## config.mk

```make
export PLATFORM = sky130hd
export DESIGN_NAME = zoom_renderer
export DESIGN_NICKNAME = d
export VERILOG_FILES = /design/src/rtl/zoom_renderer_pkg.sv /design/src/rtl/zoom_renderer_row_fetch.sv /design/src/rtl/zoom_renderer.sv
export SDC_FILE = /design/constraint.sdc
export NUM_CORES = 2
export LEC_CHECK = 0
export BUFFER_PORTS_ARGS = -buffer_cell sky130_fd_sc_hd__buf_2
export CORE_ASPECT_RATIO = 0.8
export CORE_MARGIN = 2
export CORE_UTILIZATION = 30
export CTS_CLUSTER_DIAMETER = 60
export CTS_CLUSTER_SIZE = 16
export DETAILED_ROUTE_END_ITERATION = 8
export GPL_TIMING_DRIVEN = 0
export PLACE_DENSITY = 0.54
export SKIP_CTS_REPAIR_TIMING = 1
export SYNTH_ARGS = -nofsm -noshare
export SYNTH_HDL_FRONTEND = slang
export SYNTH_HIERARCHICAL = 1
export SYNTH_SLANG_ARGS = --single-unit
```

## constraint.sdc

```tcl
create_clock -name clk_130mhz -period 7 [get_ports clk_130mhz]
set_input_delay 1.05 -clock clk_130mhz [delete_from_list [all_inputs] [get_ports clk_130mhz]]
set_output_delay 1.05 -clock clk_130mhz [all_outputs]
set_load 0.1 [all_outputs]
```

## src/rtl/zoom_renderer_pkg.sv

```systemverilog
// Shared geometry, types and helpers for the zoomable board renderer.
package zoom_renderer_pkg;
  localparam int WORD_SIZE      = 16;
  localparam int LOG_WORD_SIZE  = 4;
  localparam int BOARD_SIZE     = 512;
  localparam int LOG_BOARD_SIZE = 9;
  localparam int WORDS_PER_ROW  = BOARD_SIZE / WORD_SIZE;
  localparam int LOG_WPR        = LOG_BOARD_SIZE - LOG_WORD_SIZE;
  localparam int LOG_MAX_ADDR   = LOG_BOARD_SIZE + LOG_WPR;
  localparam int SCREEN_WIDTH   = 1024;
  localparam int SCREEN_HEIGHT  = 768;
  localparam int MAX_WORDS      = SCREEN_WIDTH / WORD_SIZE + 1;
  localparam int SLOT_W         = 7;

  typedef logic [LOG_BOARD_SIZE-1:0] pos_t;
  typedef logic [11:0]               pix_t;
  typedef logic [SLOT_W-1:0]         slot_t;

  typedef enum logic [1:0] {F_IDLE, F_FETCH, F_DRAIN} fetch_state_e;

  typedef struct packed {
    pos_t       view_x;
    pos_t       view_y;
    pos_t       cursor_x;
    pos_t       cursor_y;
    logic       grid_en;
    logic [2:0] zoom;
  } cfg_t;

  typedef struct packed {
    logic                 en;
    logic                 bank;
    slot_t                slot;
    logic [WORD_SIZE-1:0] data;
  } buf_wr_t;

  // One extra word covers a view that starts mid-word.
  function automatic slot_t words_per_line(input logic [2:0] zoom);
    int unsigned cells;
    cells = SCREEN_WIDTH >> zoom;
    return slot_t'(((cells + WORD_SIZE - 1) >> LOG_WORD_SIZE) + 1);
  endfunction
endpackage

```

## src/rtl/zoom_renderer_row_fetch.sv

```systemverilog
// Per-scanline board prefetch: FSM, board address generation and row buffer write port.
module zoom_row_fetch
  import zoom_renderer_pkg::*;
#(
  parameter int V_TOTAL = 806
)(
  input  logic                    clk,
  input  logic                    rst_n,
  input  logic [10:0]             hcount_in,
  input  logic [9:0]              vcount_in,
  input  pos_t                    view_x_in,
  input  pos_t                    view_y_in,
  input  logic [2:0]              zoom_in,
  input  logic [WORD_SIZE-1:0]    data_r_in,
  output logic [LOG_MAX_ADDR-1:0] addr_r_out,
  output logic                    rd_en_out,
  output buf_wr_t                 buf_wr_out,
  output logic                    fetch_overrun_out
);
  fetch_state_e state_q, state_d;
  slot_t        k_q, k_d, n_q, n_d, wr_slot_q, wr_slot_d;
  pos_t         row_q, row_d;
  logic         bank_q, bank_d, wr_en_q, wr_en_d, wr_bank_q, wr_bank_d;
  logic         overrun_q, overrun_d;
  logic [9:0]   tgt;
  logic         has_tgt, abort, fetching;
  logic [LOG_WPR-1:0] col;

  always_comb begin
    has_tgt = 1'b0;
    tgt     = '0;
    if (vcount_in < 10'(SCREEN_HEIGHT - 1)) begin
      has_tgt = 1'b1;
      tgt     = vcount_in + 10'd1;
    end else if (vcount_in == 10'(V_TOTAL - 1)) begin
      has_tgt = 1'b1;
    end
  end

  // A fetch still running when the next line starts would corrupt the bank being shown.
  assign abort = (hcount_in == '0) && (state_q != F_IDLE);

  always_ff @(posedge clk or negedge rst_n) begin
    if (!rst_n) state_q <= F_IDLE;
    else        state_q <= state_d;
  end

  always_comb begin
    state_d = state_q;
    unique case (state_q)
      F_IDLE:  if (hcount_in == 11'(SCREEN_WIDTH) && has_tgt) state_d = F_FETCH;
      F_FETCH: if (k_q == n_q - slot_t'(1)) state_d = F_DRAIN;
      F_DRAIN: state_d = F_IDLE;
      default: state_d = F_IDLE;
    endcase
    if (abort) state_d = F_IDLE;
  end

  always_comb begin
    k_d       = k_q;
    n_d       = n_q;
    row_d     = row_q;
    bank_d    = bank_q;
    if (state_q == F_IDLE) begin
      k_d    = '0;
      n_d    = words_per_line(zoom_in);
      row_d  = view_y_in + pos_t'(tgt >> zoom_in);
      bank_d = tgt[0];
    end else if (state_q == F_FETCH) begin
      k_d = k_q + slot_t'(1);
    end
    wr_en_d   = (state_q == F_FETCH) && !abort;
    wr_slot_d = k_q;
    wr_bank_d = bank_q;
    overrun_d = overrun_q | abort;
  end

  always_ff @(posedge clk or negedge rst_n) begin
    if (!rst_n) begin
      k_q       <= '0;
      n_q       <= '0;
      row_q     <= '0;
      bank_q    <= 1'b0;
      wr_en_q   <= 1'b0;
      wr_slot_q <= '0;
      wr_bank_q <= 1'b0;
      overrun_q <= 1'b0;
    end else begin
      k_q       <= k_d;
      n_q       <= n_d;
      row_q     <= row_d;
      bank_q    <= bank_d;
      wr_en_q   <= wr_en_d;
      wr_slot_q <= wr_slot_d;
      wr_bank_q <= wr_bank_d;
      overrun_q <= overrun_d;
    end
  end

  // Column wraps across the board width; k indexes the buffer slot directly.
  always_comb begin
    fetching        = (state_q == F_FETCH);
    col             = view_x_in[LOG_BOARD_SIZE-1:LOG_WORD_SIZE] + k_q[LOG_WPR-1:0];
    rd_en_out       = fetching;
    addr_r_out      = fetching ? {row_q, col} : '0;
    buf_wr_out.en   = wr_en_q && !abort;
    buf_wr_out.bank = wr_bank_q;
    buf_wr_out.slot = wr_slot_q;
    buf_wr_out.data = data_r_in;
  end

  assign fetch_overrun_out = overrun_q;
endmodule

```

## src/rtl/zoom_renderer.sv

```systemverilog
// Zoomable toroidal board renderer: frame config latch, ping-pong row buffer, 3-stage pixel pipe.
module zoom_renderer
  import zoom_renderer_pkg::*;
#(
  parameter int   LOG_ZOOM_MAX = 4,
  parameter int   V_TOTAL      = 806,
  parameter pix_t ALIVE_COLOR  = 12'hFFF,
  parameter pix_t CURSOR_COLOR = 12'hF00,
  parameter pix_t GRID_COLOR   = 12'h333
)(
  input  logic                    clk_130mhz,
  input  logic                    rst_n_in,
  input  logic [10:0]             hcount_in,
  input  logic [9:0]              vcount_in,
  input  logic                    hsync_in,
  input  logic                    vsync_in,
  input  logic                    blank_in,
  input  logic [LOG_BOARD_SIZE-1:0] view_x_in,
  input  logic [LOG_BOARD_SIZE-1:0] view_y_in,
  input  logic [LOG_BOARD_SIZE-1:0] cursor_x_in,
  input  logic [LOG_BOARD_SIZE-1:0] cursor_y_in,
  input  logic [2:0]              zoom_in,
  input  logic                    grid_en_in,
  output logic [LOG_MAX_ADDR-1:0] addr_r_out,
  output logic                    rd_en_out,
  input  logic [WORD_SIZE-1:0]    data_r_in,
  output logic [11:0]             pix_out,
  output logic                    hsync_out,
  output logic                    vsync_out,
  output logic                    frame_done_out,
  output logic                    fetch_overrun_out
);
  localparam int         ZW       = LOG_ZOOM_MAX;
  localparam logic [2:0] ZOOM_MAX = 3'(LOG_ZOOM_MAX);

  cfg_t    cfg_q, cfg_d;
  logic    valid_q, valid_d, frame_done_q, frame_done_d, latch;
  buf_wr_t buf_wr;

  zoom_row_fetch #(.V_TOTAL(V_TOTAL)) u_fetch (
    .clk               (clk_130mhz),
    .rst_n             (rst_n_in),
    .hcount_in         (hcount_in),
    .vcount_in         (vcount_in),
    .view_x_in         (cfg_q.view_x),
    .view_y_in         (cfg_q.view_y),
    .zoom_in           (cfg_q.zoom),
    .data_r_in         (data_r_in),
    .addr_r_out        (addr_r_out),
    .rd_en_out         (rd_en_out),
    .buf_wr_out        (buf_wr),
    .fetch_overrun_out (fetch_overrun_out)
  );

  assign latch = (vcount_in == 10'(SCREEN_HEIGHT)) && (hcount_in == '0);

  always_comb begin
    cfg_d        = cfg_q;
    valid_d      = valid_q;
    frame_done_d = latch;
    if (latch) begin
      cfg_d.view_x   = view_x_in;
      cfg_d.view_y   = view_y_in;
      cfg_d.cursor_x = cursor_x_in;
      cfg_d.cursor_y = cursor_y_in;
      cfg_d.grid_en  = grid_en_in;
      cfg_d.zoom     = (zoom_in > ZOOM_MAX) ? ZOOM_MAX : zoom_in;
      valid_d        = 1'b1;
    end
  end

  // Row buffer: contents need no reset, so it lives outside the reset domain.
  logic [WORD_SIZE-1:0] row_buf [2][MAX_WORDS];
  logic [WORD_SIZE-1:0] rd_word_q;
  logic [10:0]          cx, b;
  slot_t                rd_slot, rd_idx;
  logic [ZW-1:0]        zmask;

  always_comb begin
    zmask   = ZW'((32'd1 << cfg_q.zoom) - 32'd1);
    cx      = hcount_in >> cfg_q.zoom;
    b       = 11'(cfg_q.view_x[LOG_WORD_SIZE-1:0]) + cx;
    rd_slot = b[10:LOG_WORD_SIZE];
    rd_idx  = (rd_slot < slot_t'(MAX_WORDS)) ? rd_slot : '0;
  end

  always_ff @(posedge clk_130mhz) begin
    if (buf_wr.en) row_buf[buf_wr.bank][buf_wr.slot] <= buf_wr.data;
    rd_word_q <= row_buf[vcount_in[0]][rd_idx];
  end

  // Stage 1 registers alongside the buffer read.
  pos_t                 s1_cx_q, s1_cx_d, s1_cy_q, s1_cy_d;
  logic [LOG_WORD_SIZE-1:0] s1_bit_q, s1_bit_d;
  logic [ZW-1:0]        s1_hlow_q, s1_hlow_d, s1_vlow_q, s1_vlow_d;
  logic                 s1_blank_q, s1_blank_d;
  // Stage 2 decisions.
  pos_t                 dx, dy;
  logic                 h_edge, v_edge;
  logic                 s2_blank_q, s2_blank_d, s2_cur_q, s2_cur_d;
  logic                 s2_alive_q, s2_alive_d, s2_grid_q, s2_grid_d;
  pix_t                 pix_q, pix_d;
  logic [2:0]           hs_pipe_q, hs_pipe_d, vs_pipe_q, vs_pipe_d;

  always_comb begin
    s1_cx_d    = pos_t'(cx);
    s1_cy_d    = pos_t'(vcount_in >> cfg_q.zoom);
    s1_bit_d   = b[LOG_WORD_SIZE-1:0];
    s1_hlow_d  = hcount_in[ZW-1:0] & zmask;
    s1_vlow_d  = vcount_in[ZW-1:0] & zmask;
    s1_blank_d = blank_in;

    dx         = cfg_q.cursor_x - cfg_q.view_x;
    dy         = cfg_q.cursor_y - cfg_q.view_y;
    h_edge     = (s1_hlow_q == '0) || (s1_hlow_q == zmask);
    v_edge     = (s1_vlow_q == '0) || (s1_vlow_q == zmask);
    // MSB of a board word is the lowest x, hence the inverted bit index.
    s2_alive_d = rd_word_q[~s1_bit_q];
    s2_cur_d   = (s1_cx_q == dx) && (s1_cy_q == dy) && (h_edge || v_edge);
    s2_grid_d  = cfg_q.grid_en && (cfg_q.zoom >= 3'd2) &&
                 ((s1_hlow_q == '0) || (s1_vlow_q == '0));
    s2_blank_d = s1_blank_q;

    if (!valid_q || s2_blank_q) pix_d = '0;
    else if (s2_cur_q)          pix_d = CURSOR_COLOR;
    else if (s2_alive_q)        pix_d = ALIVE_COLOR;
    else if (s2_grid_q)         pix_d = GRID_COLOR;
    else                        pix_d = '0;

    hs_pipe_d = {hs_pipe_q[1:0], hsync_in};
    vs_pipe_d = {vs_pipe_q[1:0], vsync_in};
  end

  always_ff @(posedge clk_130mhz or negedge rst_n_in) begin
    if (!rst_n_in) begin
      cfg_q        <= '0;
      valid_q      <= 1'b0;
      frame_done_q <= 1'b0;
      s1_cx_q      <= '0;
      s1_cy_q      <= '0;
      s1_bit_q     <= '0;
      s1_hlow_q    <= '0;
      s1_vlow_q    <= '0;
      s1_blank_q   <= 1'b1;
      s2_blank_q   <= 1'b1;
      s2_cur_q     <= 1'b0;
      s2_alive_q   <= 1'b0;
      s2_grid_q    <= 1'b0;
      pix_q        <= '0;
      hs_pipe_q    <= '1;
      vs_pipe_q    <= '1;
    end else begin
      cfg_q        <= cfg_d;
      valid_q      <= valid_d;
      frame_done_q <= frame_done_d;
      s1_cx_q      <= s1_cx_d;
      s1_cy_q      <= s1_cy_d;
      s1_bit_q     <= s1_bit_d;
      s1_hlow_q    <= s1_hlow_d;
      s1_vlow_q    <= s1_vlow_d;
      s1_blank_q   <= s1_blank_d;
      s2_blank_q   <= s2_blank_d;
      s2_cur_q     <= s2_cur_d;
      s2_alive_q   <= s2_alive_d;
      s2_grid_q    <= s2_grid_d;
      pix_q        <= pix_d;
      hs_pipe_q    <= hs_pipe_d;
      vs_pipe_q    <= vs_pipe_d;
    end
  end

  assign pix_out        = pix_q;
  assign hsync_out      = hs_pipe_q[2];
  assign vsync_out      = vs_pipe_q[2];
  assign frame_done_out = frame_done_q;
endmodule

```

After elaboration in Yosys (flattened, before gate mapping)
Memory sizes are Yosys's and may differ from the RTL's.
Cells that the tools add are included.
Word-level totals
  flip-flop bits (word level): 147
  bits in latches: 0
  bits in writable memories: 2080
  bits in read-only memories: 0
  bits of input ports: 82
  word-level logic and storage cells: 123
  memories: 1
Memory list
  row_buf: words 2, bits a word 1040, rd ports 1, clocked after Yosys merged registers in 0, wr ports 1, RTL line zoom_renderer.sv:73  | logic [WORD_SIZE-1:0] row_buf [2][MAX_WORDS];
Cells by class
  add/sub/neg operators: 12
  $mul: 0
  div/mod/pow operators: 0
  $lt $le $gt $ge: 8
  equal/unequal tests: 11
  shifts and indexed selects: 5
  muxes and demuxes: 25
  bitwise logic cells: 6
  reductions and logical operators: 24
Operator list (count)
  1040-bit 2-to-1 mux: 1
  16-bit binary-select mux with 7-bit select: 1
  16-bit demux with 7-bit select: 1
  16-bit 2-to-1 mux: 3
  12-bit 2-to-1 mux: 3
  7-bit 2-to-1 mux: 3
  10-bit equality test (second input constant): 2
  10-bit 2-to-1 mux: 2
  10-bit by 3-bit right shift with 9-bit output: 2
  9-bit equality test: 2
  9-bit subtractor: 2
  8-bit greater-or-equal comparator (second input constant): 2
  7-bit NOT with 8-bit output: 2
  7-bit by 1-bit adder with 7-bit output (second input constant): 2
  14-bit 2-to-1 mux: 1
  11-bit by 5-bit adder with 11-bit output (second input constant): 1
  4-bit by 11-bit adder with 11-bit output: 1
  11-bit equality test (second input constant): 1
  11-bit zero test: 1
  11-bit by 3-bit right shift with 11-bit output: 1
  11-bit by 3-bit right shift with 11-bit output (first input constant): 1
  11-bit by 1-bit subtractor with 11-bit output (second input constant): 1
  10-bit by 1-bit adder with 10-bit output (second input constant): 1
  1-bit logical AND: 10
  29 further kinds: 44

Depth between registers and ports, before layout
  depth after elaboration: 8
  gate-level depth with buffers: 26
  depth with buffers taken out: 18

Modules after synthesis
The synthesis kept the hierarchy.
Modules (own cells, without submodules)
  zoom_renderer: instances 1, cells an instance 4780, area each 86729.4 sq um
  zoom_row_fetch: instances 1, cells an instance 363, area each 3081.7 sq um

Worst setup path before layout
OpenSTA, ideal clock, no wires.
  path type: reg-to-reg
  start: register cfg_q[1] (netlist bit)
  end: register rd_word_q[12]
  arrival time: 5.229 ns
  path slack: 1.637 ns
  cell stages (with the launch flop): 22
  buffers on the path: 6
  period minus slack after synthesis: 5.363 ns
  cells stage by stage: dfrtp_1 -> buf_2 -> buf_2 -> buf_1 -> clkbuf_1 -> nor3_1 -> a221o_1 -> ha_1 -> fa_1 -> a21o_1 -> a21o_1 -> nand4b_1 -> nor4_1 -> or2_0 -> buf_2 -> nor3_4 -> buf_2 -> o22ai_1 -> a211o_1 -> o21ai_0 -> o221ai_1 -> or4_1
On the way
  word-level cells in the longest chain between the ends: 8
RTL lines
  start, declared: RTL line zoom_renderer.sv:36  | cfg_t cfg_q, cfg_d;
  start signal, assigned: RTL line zoom_renderer.sv:153  | cfg_q <= cfg_d;
  11-bit by 3-bit right shift with 11-bit output *: RTL line zoom_renderer.sv:81  | cx = hcount_in >> cfg_q.zoom;
  named net cx[0]: RTL line zoom_renderer.sv:75  | logic [10:0] cx, b;
  4-bit by 11-bit adder with 11-bit output *: RTL line zoom_renderer.sv:82  | b = 11'(cfg_q.view_x[LOG_WORD_SIZE-1:0]) + cx;
  7-bit < comparator: RTL line zoom_renderer.sv:84  | rd_idx = (rd_slot < slot_t'(MAX_WORDS)) ? rd_slot : '0;
  7-bit 2-to-1 mux *: RTL line zoom_renderer.sv:84
  7-bit NOT with 8-bit output (implied by the code) *: RTL line zoom_renderer.sv:89  | rd_word_q <= row_buf[vcount_in[0]][rd_idx];
  16-bit binary-select mux with 7-bit select *: RTL line zoom_renderer.sv:89
  16-bit 2-to-1 mux (implied by the code) * (2 in a row): RTL line zoom_renderer.sv:89
  end signal, assigned: RTL line zoom_renderer.sv:89
  end, declared: RTL line zoom_renderer.sv:74  | logic [WORD_SIZE-1:0] rd_word_q;
Mark *: on every way through the listed nets, which the timed path passes. The rest lies on a longest branch. The select of a mux whose other input is x is not followed.
A chain may end at the register's enable or synchronous reset.

Worst setup path after layout
  start: input vcount_in[0]
  end: register rd_word_q[14]
On the way
  word-level cells in the longest chain between the ends: 4
RTL lines
  start, declared: RTL line zoom_renderer.sv:14  | input logic [9:0] vcount_in,
  memory 2 x 1040 bit
  16-bit binary-select mux with 7-bit select: RTL line zoom_renderer.sv:89
  16-bit 2-to-1 mux (implied by the code) (2 in a row): RTL line zoom_renderer.sv:89
No other way between the ends. The select of a mux whose other input is x is not followed.

==> flow_results.org <==
** Critical path
- Delay contributed by the slowest stage of the critical path :: 1150 ps
- The worst setup path is of the in -> reg kind.
- The slowest stage of the critical path is the buf_1 cell.
- Dominant delay contributor by cell family on the critical path :: buffers and inverters
- The number of buffers and inverters on the critical path is 9.
- Crit-path cells :: buf_2 -> buf_2 -> buf_2 -> buf_2 -> buf_2 -> buf_2 -> buf_1 -> buf_1 -> clkbuf_1 -> mux2i_1 -> o32ai_1 -> a211oi_1 -> o221ai_1
- Along the worst path, the maximum fanout reaches 10.
- At the worst endpoint, the arrival time is 7770 ps.
- The most numerous cell type found on the critical path is buf_2.
- At the worst endpoint, the required time is 7660 ps.
- STA classifies the critical path startpoint as an input port.
- Critical path capture point type :: flip-flop

** CTS
- No sink is reached through more buffers than the 4 on the longest clock path.
- Number of sinks handled by clock tree synthesis :: 2219
- Clock latency reported for the late side of the worst-skew pair :: 890 ps
- H-tree levels :: 4
- Inserted Clock Buffers :: 172
- Clock-pin slew was measured on the worst setup and hold paths at 70 ps.
- Library cell used as clock root buffer :: clkbuf_16
- TritonCTS built the clock tree.

** Layout
- The finished cells cover 0.104 mm^2.
- Measured on the finished design, the core utilization comes to 0.350.
- After the last flow step, the layout net total stands at 5696.
- Signed area change from the synthesized netlist to the final layout :: 16.0%
- Number of filler cells placed in the layout :: 28000
- In the final layout, the share of cells above drive strength 1 is 0.226.
- The sequential cells in the finished layout cover a total of 0.0659 mm^2.
- Combined area of the multi-input logic cells :: 0.0233 mm^2

** Synthesis
- The synthesized netlist occupies a cell area of 0.0898 mm^2.
- Synth warn :: 6
- Yosys mapped a number of flops with a built-in enable equal to 2080.
- Net Count, Synth :: 5268
- Synthesis instantiated 98 different standard cells from the library.
- By area the synthesized netlist is led by edfxtp_1 (70%), mux4_2 (6.4%), mux2i_1 (4.9%), dfrtp_1 (3.2%), mux2_2 (1.8%).
- Yosys top cell area share :: 0.695
- Most used standard cell by instance count after synthesis :: edfxtp_1
- Among all flip-flop cells after synthesis, the most frequent one is edfxtp_1.
- Counting instances in the post-synthesis netlist gives the leading cell types as edfxtp_1 (2080), mux2i_1 (436), nor2_1 (275).
- The synthesized design contains 2219 register bits.
- In the synthesized netlist, the number of instances is 5143.
- The biggest area contributor in the post-synthesis netlist is edfxtp_1.
- In the synthesized netlist the async set-or-reset flop fraction comes to 0.0554.
- Dividing the synthesized area by the synthesized cell count gives 17.5 um^2.
- The share of the Yosys chip area taken by registers is 0.733.

** Floorplanning
- Ports placed on the boundary :: 113
- From bottom edge to top edge, the die measures 493 um.
- Row count :: 179
- Floorplan core area :: 0.298 mm^2
- For this configuration, the core starts out at a cell density of 0.302.
- Overall die width :: 616 um
- Die outline area :: 0.304 mm^2

** STA
- Slew at the pin with the worst max-slew slack :: 1520 ps
- Fmax :: 141 MHz
- Setup violations remaining at the end of the flow were counted as 1.
- Across all setup checks in the final design, the least slack found is -113 ps.
- The worst pin sits at a relative slew slack of -0.0150.
- Endpoints failing hold :: 0
- Final period utilization :: 1.02
- Time the worst path needs with I/O delays and setup :: 7110 ps
- Between clock sinks in the finished design, the worst skew comes to 111 ps.
- Final slew viol count :: 20
- Sum of negative setup slack :: -113 ps

** Worst hold path
- The min-delay analysis places its worst path in the category in -> async.

** Pwr
- Cell Pwr Density :: 251 mW/mm^2
- Part of the total power dissipated in sequential elements :: 0.556
- Cell-internal power :: 0.0198 W
- In this run the power spent charging and discharging nets is 0.00637 W.
- Clock Power Share :: 0.352
- For this design the static power due to leakage is 34.0 nW.
- Of the total power, the share spent switching nets is 0.243.
- Worst ir drop on vdd :: 0.181 mV
- Of the total power, combinational logic draws 0.092.

** Placed design
- Number of buffers added on ports :: 96
- Summed over all nets, the half-perimeter wirelength after detailed placement is 211000 um.
- Once placement finished, the instance area stood at 0.0984 mm^2.
- Final weighted congestion in routability-driven placement :: 0.943

** Route
- Remaining antenna violation count after routing :: 0
- The final layout contains routed wiring with a total length of 300000 um.
- Average vias per placed instance :: 5.47
- Via count :: 52600
- Residual DRC count :: 0
- For this run, the detailed router's first-pass iteration total came to 6.
- In the final routed layout, each cell accounts on average for 31.2 um.
- In this run, the number of DRC markers left after iteration 0 of detailed routing was 8123.

** Job
- The tool flagged a number of max-cap violations equal to 2.

** Status
- The final reports fail on capacitance limit, slew limit, setup timing.
- Result of the run :: finished with violations

** Global route
- Global routing usage summed across all routing layers :: 0.192
- The first global-routing pass estimated 408000 um of wire.
- GR Overflow Total :: 0
- Pin count of the biggest net entering global routing :: 131
- Via count of the first global-routing pass :: 49900
- The initial antenna violation count came to 20.
[power groups by stage]
stage	logic (W)	clock network, W	registers (W)
after floorplan	0.00116	0	0.0148
after global placement	0.00219	0	0.0149
after detailed placement	0.00225	0	0.0149
after CTS	0.00225	0.00932	0.0146
after global routing	0.00247	0.00978	0.0146
final	0.00241	0.00921	0.0146
[worst paths after layout]
check / depth (start not counted) / from / endpoint / slack (ps)
min in group clk_130mhz: 1 / vsync_in / vs_pipe_q[0] / 330
max in group asynchronous: 2 / rst_n_in / s1_blank_q / 6060
max: 13 / vcount_in[0] / rd_word_q[14] / -110
max reg2reg: 20 / cfg_q[1] / rd_word_q[14] / 30
min: 1 / rst_n_in / cfg_q[23] / 150
min reg2reg: 0 / s1_blank_q / s2_blank_q / 360
[flip-flops by register name, indices dropped and copies added, names as in the netlist, 2 cells and up]
signal,count
cfg_q,40
hs_pipe_q,3
pix_out,4
rd_word_q,16
row_buf,2080
s1_bit_q,4
s1_cx_q,9
s1_cy_q,9
s1_hlow_q,4
s1_vlow_q,4
u_fetch/k_q,7
u_fetch/n_q,7
u_fetch/row_q,9
u_fetch/state_q,2
u_fetch/wr_slot_q,7
vs_pipe_q,3
[cells in the final DEF (no fill, tap or decap), types with 113 or more instances in the layout]
cell type,synthesis,routed
o22ai_1,152,152
nand2_1,150,148
clkbuf_16,0,176
mux4_2,256,256
buf_2,80,145
edfxtp_1,2080,2080
clkbuf_1,162,143
nor2_1,275,144
a21oi_1,193,191
o21ai_0,116,115
nor2_2,2,129
dfrtp_1,115,113
mux2_2,147,147
mux2i_1,436,435
[per-stage QoR]
stage | power (W) | hold WS, ps | std cells | worst slack [ps]
2_1_floorplan | 0.0160 | 345 | 5143 | 1640
3_3_place_gp | 0.0170 | 348 | 9221 | -3080
3_5_place_dp | 0.0171 | 348 | 9364 | -3120
4_1_cts | 0.0261 | 127 | 9593 | -3140
5_1_grt | 0.0268 | 161 | 9609 | -24.1
6_report | 0.0262 | 151 | 9615 | -113
[metal layers]
layer / GRT usage / wire (um)
met5: 0 / 209
met4: 0.0573 / 9580
met3: 0.0583 / 38400
met2: 0.273 / 125000
met1: 0.280 / 127000
[cell families after synthesis]
logic type	synth area share
adder cells (fa/ha/maj)	0.00641
flip-flops	0.733
AND/OR/NAND/NOR	0.0379
AO/OA/AOI/OAI	0.0657
multiplexers	0.131
XOR/XNOR	0.00720
buffers and inverters	0.0181
[layout make-up]
| cell class | instances | share of cell area |
|---|---|---|
| Antenna cell | 7 | 0.000168 |
| Tap cell | 3982 | 0.0478 |
| Buffer | 319 | 0.0171 |
| Timing Repair Buffer | 254 | 0.0321 |
| Sequential cell | 2219 | 0.632 |
| Clock inverter | 20 | 0.00175 |
| Clock buffer | 209 | 0.0435 |
| Multi-Input combinational cell | 2553 | 0.223 |
| Inverter | 52 | 0.00187 |
Power figures use the tool's default switching activity.
